`config.mk`:
```
export PLATFORM = sky130hd
export DESIGN_NAME = ftl_addr_responder_flat
export DESIGN_NICKNAME = d
export VERILOG_FILES = /design/src/rtl/ftl_addr_responder_if.sv /design/src/rtl/ftl_addr_responder.sv /design/src/flat_wrapper.sv
export SDC_FILE = /design/constraint.sdc
export NUM_CORES = 1
export LEC_CHECK = 0
export CORE_MARGIN = 4
export CORE_UTILIZATION = 61
export DETAILED_ROUTE_END_ITERATION = 6
export PLACE_DENSITY = 0.91
export RECOVER_POWER = 25
export SYNTH_ARGS = -nofsm -noshare
export SYNTH_HDL_FRONTEND = slang
export SYNTH_SLANG_ARGS = --single-unit
```
`constraint.sdc`:
```
create_clock -name clk_i -period 2.95 [get_ports clk_i]
set_input_delay 0.885 -clock clk_i [delete_from_list [all_inputs] [get_ports clk_i]]
set_output_delay 0.885 -clock clk_i [all_outputs]
set_load 0.02 [all_outputs]
```
`src/rtl/ftl_addr_responder_if.sv`:
```
// Address-translation handshake between burst controller and FTL responder.
// Four-phase: addr_valid/addr_resp; response fields held while addr_resp is high.
interface ftl_addr_responder_if #(
    parameter int ADDR_WIDTH = 32
);
    logic [ADDR_WIDTH-1:0] mem_address;
    logic                  addr_valid;
    logic                  mem_rw;
    logic [ADDR_WIDTH-1:0] mem_new_address;
    logic                  addr_resp;
    logic                  cache_hit;

    modport master (
        output mem_address,
        output addr_valid,
        output mem_rw,
        input  mem_new_address,
        input  addr_resp,
        input  cache_hit
    );

    modport slave (
        input  mem_address,
        input  addr_valid,
        input  mem_rw,
        output mem_new_address,
        output addr_resp,
        output cache_hit
    );
endinterface

```
`src/rtl/ftl_addr_responder.sv`:
```
// FTL address responder: page map, log-structured allocator and
// direct-mapped pseudo-cache tags behind a four-phase handshake.
module ftl_addr_responder #(
    parameter int ADDR_WIDTH       = 32,
    parameter int PAGE_OFFSET_BITS = 12,
    parameter int LPN_BITS         = 6,
    parameter int PPN_BITS         = 7,
    parameter int SET_BITS         = 2,
    parameter int LOOKUP_LATENCY   = 2
) (
    input  logic                 clk_i,
    input  logic                 rst_i,
    ftl_addr_responder_if.slave  bus,
    output logic                 alloc_wrap_o,
    output logic                 busy_o
);
    localparam int MAP_N    = 1 << LPN_BITS;
    localparam int SET_N    = 1 << SET_BITS;
    localparam int TAG_BITS = LPN_BITS - SET_BITS;
    localparam int LW       = $clog2(LOOKUP_LATENCY + 1);

    typedef enum logic [1:0] {
        IDLE,
        LOOKUP,
        RESP
    } state_t;

    state_t state_q, state_d;

    logic [LW-1:0]               lat_q;
    logic [LPN_BITS-1:0]         lpn_q;
    logic [PAGE_OFFSET_BITS-1:0] off_q;
    logic                        rw_q;
    logic [PPN_BITS-1:0]         free_q;
    logic                        wrap_q;
    logic [ADDR_WIDTH-1:0]       addr_q;
    logic                        hit_q;

    logic [PPN_BITS-1:0] map_q [MAP_N];
    logic [MAP_N-1:0]    map_v_q;
    logic [TAG_BITS-1:0] tag_q [SET_N];
    logic [SET_N-1:0]    tag_v_q;

    logic                accept;
    logic                last;
    logic                commit;
    logic [SET_BITS-1:0] set;
    logic [TAG_BITS-1:0] tag_in;
    logic [PPN_BITS-1:0] ppn;
    logic                hit;

    assign accept = (state_q == IDLE) && bus.addr_valid;
    // Counter runs 0..LOOKUP_LATENCY so the response lands at N+1+latency.
    assign last   = (lat_q == LW'(LOOKUP_LATENCY));
    assign commit = (state_q == LOOKUP) && last;
    assign set    = lpn_q[SET_BITS-1:0];
    assign tag_in = lpn_q[LPN_BITS-1:SET_BITS];
    assign hit    = tag_v_q[set] && (tag_q[set] == tag_in);

    always_comb begin
        ppn = PPN_BITS'(lpn_q);
        if (rw_q) begin
            ppn = free_q;
        end else if (map_v_q[lpn_q]) begin
            ppn = map_q[lpn_q];
        end
    end

    always_ff @(posedge clk_i) begin
        if (rst_i) begin
            state_q <= IDLE;
        end else begin
            state_q <= state_d;
        end
    end

    always_comb begin
        state_d = state_q;
        unique case (state_q)
            IDLE:    if (bus.addr_valid) state_d = LOOKUP;
            LOOKUP:  if (last) state_d = RESP;
            RESP:    if (!bus.addr_valid) state_d = IDLE;
            default: state_d = IDLE;
        endcase
    end

    always_ff @(posedge clk_i) begin
        if (rst_i) begin
            lat_q   <= '0;
            lpn_q   <= '0;
            off_q   <= '0;
            rw_q    <= 1'b0;
            free_q  <= '0;
            wrap_q  <= 1'b0;
            addr_q  <= '0;
            hit_q   <= 1'b0;
            map_v_q <= '0;
            tag_v_q <= '0;
        end else begin
            if (accept) begin
                lpn_q <= bus.mem_address[PAGE_OFFSET_BITS +: LPN_BITS];
                off_q <= bus.mem_address[PAGE_OFFSET_BITS-1:0];
                rw_q  <= bus.mem_rw;
                lat_q <= '0;
            end else if (state_q == LOOKUP && !last) begin
                lat_q <= lat_q + LW'(1);
            end
            if (commit) begin
                addr_q       <= ADDR_WIDTH'({ppn, off_q});
                hit_q        <= hit;
                tag_v_q[set] <= 1'b1;
                if (rw_q) begin
                    map_v_q[lpn_q] <= 1'b1;
                    free_q         <= free_q + PPN_BITS'(1);
                    if (&free_q) wrap_q <= 1'b1;
                end
            end
        end
    end

    // Array contents need no reset; their valid bits gate every use.
    always_ff @(posedge clk_i) begin
        if (!rst_i && commit) begin
            tag_q[set] <= tag_in;
            if (rw_q) map_q[lpn_q] <= free_q;
        end
    end

    assign bus.mem_new_address = addr_q;
    assign bus.cache_hit       = hit_q;
    assign bus.addr_resp       = (state_q == RESP);
    assign alloc_wrap_o        = wrap_q;
    assign busy_o              = (state_q != IDLE);
endmodule

```
`src/flat_wrapper.sv`:
```
// flat-port wrapper written by rule: the top's interface ports become plain ports
module ftl_addr_responder_flat 
#(
    parameter int ADDR_WIDTH       = 32,
    parameter int PAGE_OFFSET_BITS = 12,
    parameter int LPN_BITS         = 6,
    parameter int PPN_BITS         = 7,
    parameter int SET_BITS         = 2,
    parameter int LOOKUP_LATENCY   = 2
)
  (clk_i, rst_i, alloc_wrap_o, busy_o, bus_mem_address, bus_addr_valid, bus_mem_rw, bus_mem_new_address, bus_addr_resp, bus_cache_hit);
  ftl_addr_responder_if #(.ADDR_WIDTH(ADDR_WIDTH)) bus_i ();
  input  logic clk_i;
  input  logic rst_i;
  output logic alloc_wrap_o;
  output logic busy_o;
  input wire logic [$bits(bus_i.mem_address)-1:0] bus_mem_address;
  input wire logic [$bits(bus_i.addr_valid)-1:0] bus_addr_valid;
  input wire logic [$bits(bus_i.mem_rw)-1:0] bus_mem_rw;
  output wire logic [$bits(bus_i.mem_new_address)-1:0] bus_mem_new_address;
  output wire logic [$bits(bus_i.addr_resp)-1:0] bus_addr_resp;
  output wire logic [$bits(bus_i.cache_hit)-1:0] bus_cache_hit;
  assign bus_i.mem_address = bus_mem_address;
  assign bus_i.addr_valid = bus_addr_valid;
  assign bus_i.mem_rw = bus_mem_rw;
  assign bus_mem_new_address = bus_i.mem_new_address;
  assign bus_addr_resp = bus_i.addr_resp;
  assign bus_cache_hit = bus_i.cache_hit;
  ftl_addr_responder #(.ADDR_WIDTH(ADDR_WIDTH), .PAGE_OFFSET_BITS(PAGE_OFFSET_BITS), .LPN_BITS(LPN_BITS), .PPN_BITS(PPN_BITS), .SET_BITS(SET_BITS), .LOOKUP_LATENCY(LOOKUP_LATENCY)) u_core (.clk_i(clk_i), .rst_i(rst_i), .bus(bus_i), .alloc_wrap_o(alloc_wrap_o), .busy_o(busy_o));
endmodule
```
==> metrics.yaml, run 1 <==
status: "finished with violations"
violations: "capacitance limit, slew limit"
seqCellArea_mm2: 0.0164
clk_path_buf_depth: 3
vias: 13600
yosys.area_share.simple_pct: 5.37
worst_slew_pin_slew_ps: 1600
synth_ff_type: "edfxtp_1"
chipWidth_um: 202
synth_edf_count: 464
synth_top_family_by_area: "multiplexers"
overflow: 0
grt_max_degree: 67
fmax_mhz: 351
cp_top_family: "compound AO/OA/AOI/OAI gates"
antenna_left: 0
yosys_warnings: 0
numCtsBuffers: 54
yosysSeqAreaShare_pct: 71.6
cp_max_fo: 11
synth-xor-area-share_pct: 0.419
synth_compound_area_share_pct: 5.50
wl_met1_um: 20100
clkPwrFrac_pct: 42.7
power_frac_seq_pct: 52.1
final_nets: 1498
cts-root-buf: "clkbuf_16"
synthAdderAreaFrac_pct: 0.109
rsz0062_at_grt: "false"
dieArea_mm2: 0.0408
critPathArrivalTime_ps: 3330
total_power_mw: 17.1
clk-insertion-delay-late_ps: 600
ys_seq_elements: 589
p_sw_mw: 3.56
hold_viol_final: 0
hpwl_um: 35400
cpPeakStageDelay_ps: 560
cp_slowest_cell: "mux4_2"
multiInputGateArea_mm2: 0.00597
fp-row-count: 70
top_layer_used: "met5"
wire_per_inst_um: 29.4
tns_ps: 0
ir_drop_mv: 0.775
met3_wirelength_um: 7160
synth_cells: 1308
p_int_mw: 13.5
slew_headroom_pct: -6.78
clock_skew_ps: 28.7
firstDrtPassIters: 6
core_area_mm2: 0.0369
max_cap_viol_count: 2
setup_violations: 0
antenna_found_initial: 1
dp_cells: 1903
via_per_inst: 6.75
worst-setup-path-type: "flop to flop"
drtIter0Drc: 2101
sw_frac_of_total_pct: 20.8
syn_area_mm2: 0.0230
post_synth.cell_area_avg_um2: 17.6
cts_hold_buf: 0
grt_pass1_vias: 13800
h-tree-depth: 2
fin_crit_sh_pct: 96.5
post-route-drc-count: 0
fillers: 2009
synth_cell_type_count: 64
final_max_slew_viol_count: 80
met2_wirelength_um: 29100
synthMuxAreaShare_pct: 14.3
required_ps: 3440
p_leak_nw: 9.35
wl_um: 59200
startpoint_type: "flop"
place.gp.congestion: 0.940
postPlaceCellArea_mm2: 0.0245
layout_commonest_cell: "edfxtp_1"
start_util_pct: 62.3
cts.sinks: 589
holdWs_ps: 455
crit_buf_inv: 1
power_frac_comb_pct: 5.1
end_kind: "flop"
port_buffers: 44
die_h_um: 202
p_per_area_mw_per_mm2: 647
synth-async-reset-ratio_pct: 0
hp-class: "flop to flop"
fin_area_mm2: 0.0264
final_cell_mix: "edfxtp_1 (464), dfxtp_1 (122), mux4_2 (118)"
layout.cells.non_filler: 2011
cts_tree: "yes"
grt.total_usage_pct: 29.0
layout-drive-gt1-share_pct: 23.0
min_period_ps: 2850
crit_path_cell_trace: "mux4_2 -> nor2b_1 -> a2111oi_0 -> buf_4 -> o21ai_0 -> and3_2 -> a221o_1"
pin_count: 72
area_growth_pct: 15.1
path_clk_slew_ps: 60
grt_pass1_wl_um: 88000
[cell usage after synthesis, types with 3 or more instances]
cell	instances	area, um2
edfxtp_1	464	13900
dfxtp_1	125	2500
mux4_2	118	2660
nand2_1	104	390
nor2_1	91	342
a21o_1	68	510
a21oi_1	46	230
clkbuf_1	27	101
mux2i_1	24	240
a22oi_1	23	173
buf_4	21	158
nand3_1	15	75.1
buf_2	14	70.1
mux4_1	14	368
nor2b_1	13	81.3
nor3_1	12	60.1
o21ai_0	9	45.0
and3_1	8	50.1
buf_6	7	78.8
clkbuf_8	7	96.3
nor4_1	7	43.8
xor2_1	7	61.3
buf_1	6	22.5
a2111oi_0	4	35.0
a221o_1	4	40.0
and2_1	4	25.0
o22ai_1	4	25.0
xnor2_1	4	35.0
a31oi_1	3	18.8
and2b_2	3	26.3
buf_12	3	60.1
inv_1	3	11.3
nand2b_1	3	18.8
nand4_1	3	18.8
[per-stage QoR]
step | util, % | setup WS (ps)
4_1_cts | 71.7 | 58.3
6_report | 71.7 | 105
2_1_floorplan | - | 635
3_3_place_gp | 66.5 | -245
3_5_place_dp | 66.5 | -147
5_1_grt | 71.7 | 35.0
[state kept, by name, indices dropped and copies added, names as in the netlist, 2 cells and up, named ones only]
name                        count
u_core.tag_v_q                  4
u_core.free_q                   7
u_core.state_q                  2
u_core.off_q                   12
u_core.lpn_q                    6
u_core.map_q                  448
u_core.bus.mem_new_address     19
u_core.map_v_q                 64
u_core.tag_q                   16
u_core.lat_q                    2
[logic make-up (layout without fill, tap and decap cells)]
kind of cell,after synthesis,after routing
DFF,589,589
other,1,15
AOI/OAI and AO/OA,180,180
muxes,158,158
adders and majority gates,2,2
buffers and inverters,91,276
xor gates and xnor gates,11,11
and+or+nand+nor,276,276
[worst reg2reg max path, stage by stage (launching register included)]
cell and delay [ps]:
dfxtp_4 520, mux4_2 580, nor2b_1 140, a2111oi_0 550, buf_4 210, o21ai_0 150, and3_2 280, a221o_1 310
[final timing paths]
check	start	end	slack, ps	cells past startpoint
setup / recovery	flop	u_core.bus.mem_new_address[12]	100	7
hold / removal	u_core.map_v_q[15]	u_core.map_v_q[15]	450	1
setup reg to reg	flop	u_core.bus.mem_new_address[12]	100	7
hold reg to reg	u_core.map_v_q[15]	u_core.map_v_q[15]	450	1
[power by group through the flow]
stage	Sequential (mW)	Combinational [mW]	Clock (mW)
after floorplan	9.06	0.598	0
after global placement	9.09	0.797	0
after detailed placement	9.10	0.821	0
after CTS	8.91	0.860	7.32
after global routing	8.90	0.915	7.71
final	8.91	0.879	7.30
[routing by layer]
| metal | GRT usage, % | vias to the layer above |
|---|---|---|
| li1 | - | 5427 |
| met1 | 38.2 | 6789 |
| met2 | 46.8 | 1137 |
| met3 | 6.67 | 227 |
| met4 | 13.2 | 4 |
| met5 | 0.714 | - |
[area by class of cell]
type / count / share of cell area (%)
Antenna cell: 2 / 0.0189
Inverter: 4 / 0.0568
Tap cell: 504 / 2.39
Multi-Input combinational cell: 640 / 22.6
Timing Repair Buffer: 171 / 5.71
Clock buffer: 74 / 5.70
Clock inverter: 27 / 1.33
Sequential cell: 589 / 62.2
[timing repair]
action / CTS / global route
pin swaps: 0 / 0
resized for setup: 1 / 3
setup buffers: 5 / 0
endpoints found under the setup margin: 3 / 2
No activity file was read; power rests on OpenSTA's default activity.
==> inputs of run 2 (changes only) <==
- CORE_ASPECT_RATIO: unset -> 1.2
- SKIP_CTS_REPAIR_TIMING: unset -> 1
==> metrics.yaml, run 2 (synthesized netlist as in run 1, its figures left out) <==
status: "finished with violations"
violations: "capacitance limit, slew limit, setup timing"
place_ws_ps: 9.07
cp_max_fo: 7
fp-row-count: 77
busiest_layer: "met2"
setup_slack_ps: -76.5
power_frac_comb_pct: 5.8
critPathArrivalTime_ps: 3470
slew_headroom_pct: -4.06
start_util_pct: 62.1
grtUsageMet1_pct: 42.2
max_cap_viol_count: 1
clk-insertion-delay-late_ps: 590
end_kind: "flop"
final_max_slew_viol_count: 69
firstDrtPassIters: 6
power_frac_seq_pct: 54.3
grt_pass1_wl_um: 101000
cts_tree: "yes"
required_ps: 3390
cts-root-buf: "clkbuf_16"
final_nets: 1501
place.gp.congestion: 0.938
layout_commonest_cell: "edfxtp_1"
largest_reg_flops: 448
p_int_mw: 12.7
grt_max_degree: 69
vias: 14800
rsz0062_at_grt: "true"
p_leak_nw: 9.27
hpwl_um: 36900
grt_pass1_vias: 14800
chipWidth_um: 185
startpoint_type: "flop"
grt_util_met3_pct: 9.17
fin_crit_sh_pct: 103
numCtsBuffers: 48
p_sw_mw: 3.68
sw_frac_of_total_pct: 22.4
regMostFlops: "u_core.map_q"
holdWs_ps: 455
core_area_mm2: 0.0370
wire_per_inst_um: 34.6
pin_count: 72
cts.sinks: 589
die_h_um: 221
utilization_pct: 70.7
grt.total_usage_pct: 33.8
worst_slew_pin_slew_ps: 1560
port_buffers: 44
clock_skew_ps: 23.4
wl_um: 68600
overflow: 0
use_met2_pct: 53.0
antenna_left: 0
area_growth_pct: 13.9
layout-drive-gt1-share_pct: 23.4
min_period_ps: 3030
ir_drop_mv: 0.705
worst-setup-path-type: "flop to flop"
post-route-drc-count: 0
p_per_area_mw_per_mm2: 627
clk_path_buf_depth: 3
antenna_found_initial: 2
fmax_mhz: 330
setup_violations: 2
hp-class: "flop to flop"
hold_viol_final: 0
final_cell_mix: "edfxtp_1 (464), dfxtp_1 (122), buf_4 (119)"
clkPwrFrac_pct: 39.9
dieArea_mm2: 0.0408
path_clk_slew_ps: 70
drtIter0Drc: 2611
via_per_inst: 7.46
h-tree-depth: 2
## run 2: cell count changes in the layout (fill, tap and decap cells not counted), sizes merged
cell,previous run,this run
diode,2,3
inv,7,4
buf,123,130
clkinv,12,17
clkbuf,79,78
clkinvlp,4,1
bufinv,8,1
## run 2: worst paths after layout
kind                           start                        endpoint  slack, ps  cells past startpoint
setup / recovery     u_core.lpn_q[0]  u_core.bus.mem_new_address[15]        -80                      7
hold reg to reg   u_core.map_v_q[63]              u_core.map_v_q[63]        450                      1
hold / removal    u_core.map_v_q[63]              u_core.map_v_q[63]        450                      1
setup reg to reg     u_core.lpn_q[0]  u_core.bus.mem_new_address[15]        -80                      7
## run 2: layout make-up
type	count	area [um2]
antenna	3	7.51
clock buffer	71	1440
clock inverter	19	133
fill	1868	10800
inverter	4	15.0
multi-input combinational	640	5980
sequential	589	16400
tap	474	593
timing repair buffer	180	1550
## run 2: critical path, stage by stage, from the launching register on
cell and delay (ps):
dfxtp_1 380, buf_4 290, mux4_2 600, mux2i_1 380
a22oi_1 170, a31o_1 320, and3b_1 310, a221o_1 420
## run 2: power by group through the flow
stage / sequential, mW / combinational [mW] / clock (mW)
finish: 8.91 / 0.950 / 6.54
global route: 8.90 / 0.966 / 6.84
CTS: 8.92 / 0.873 / 6.47
detailed placement: 9.10 / 0.827 / 0
global placement: 9.09 / 0.798 / 0
floorplan: 9.06 / 0.598 / 0
## run 2: metrics by stage
step           TNS [ps]  cell area [um2]  std cells  power [mW]
4_1_cts            -103            26100       1969        16.3
2_1_floorplan         0            23000       1320        9.65
6_report          -90.9            26200       1980        16.4
3_3_place_gp          0            24500       1879        9.89
3_5_place_dp          0            24500       1879        9.92
5_1_grt           -57.1            26200       1977        16.7
## run 2: layer usage
metal  up-vias  part of all wire (%)
met3       494                    14
met1      7043                    30
met4         2                   9.2
met5         -                 0.086
met2      1811                    47
li1       5423                     -
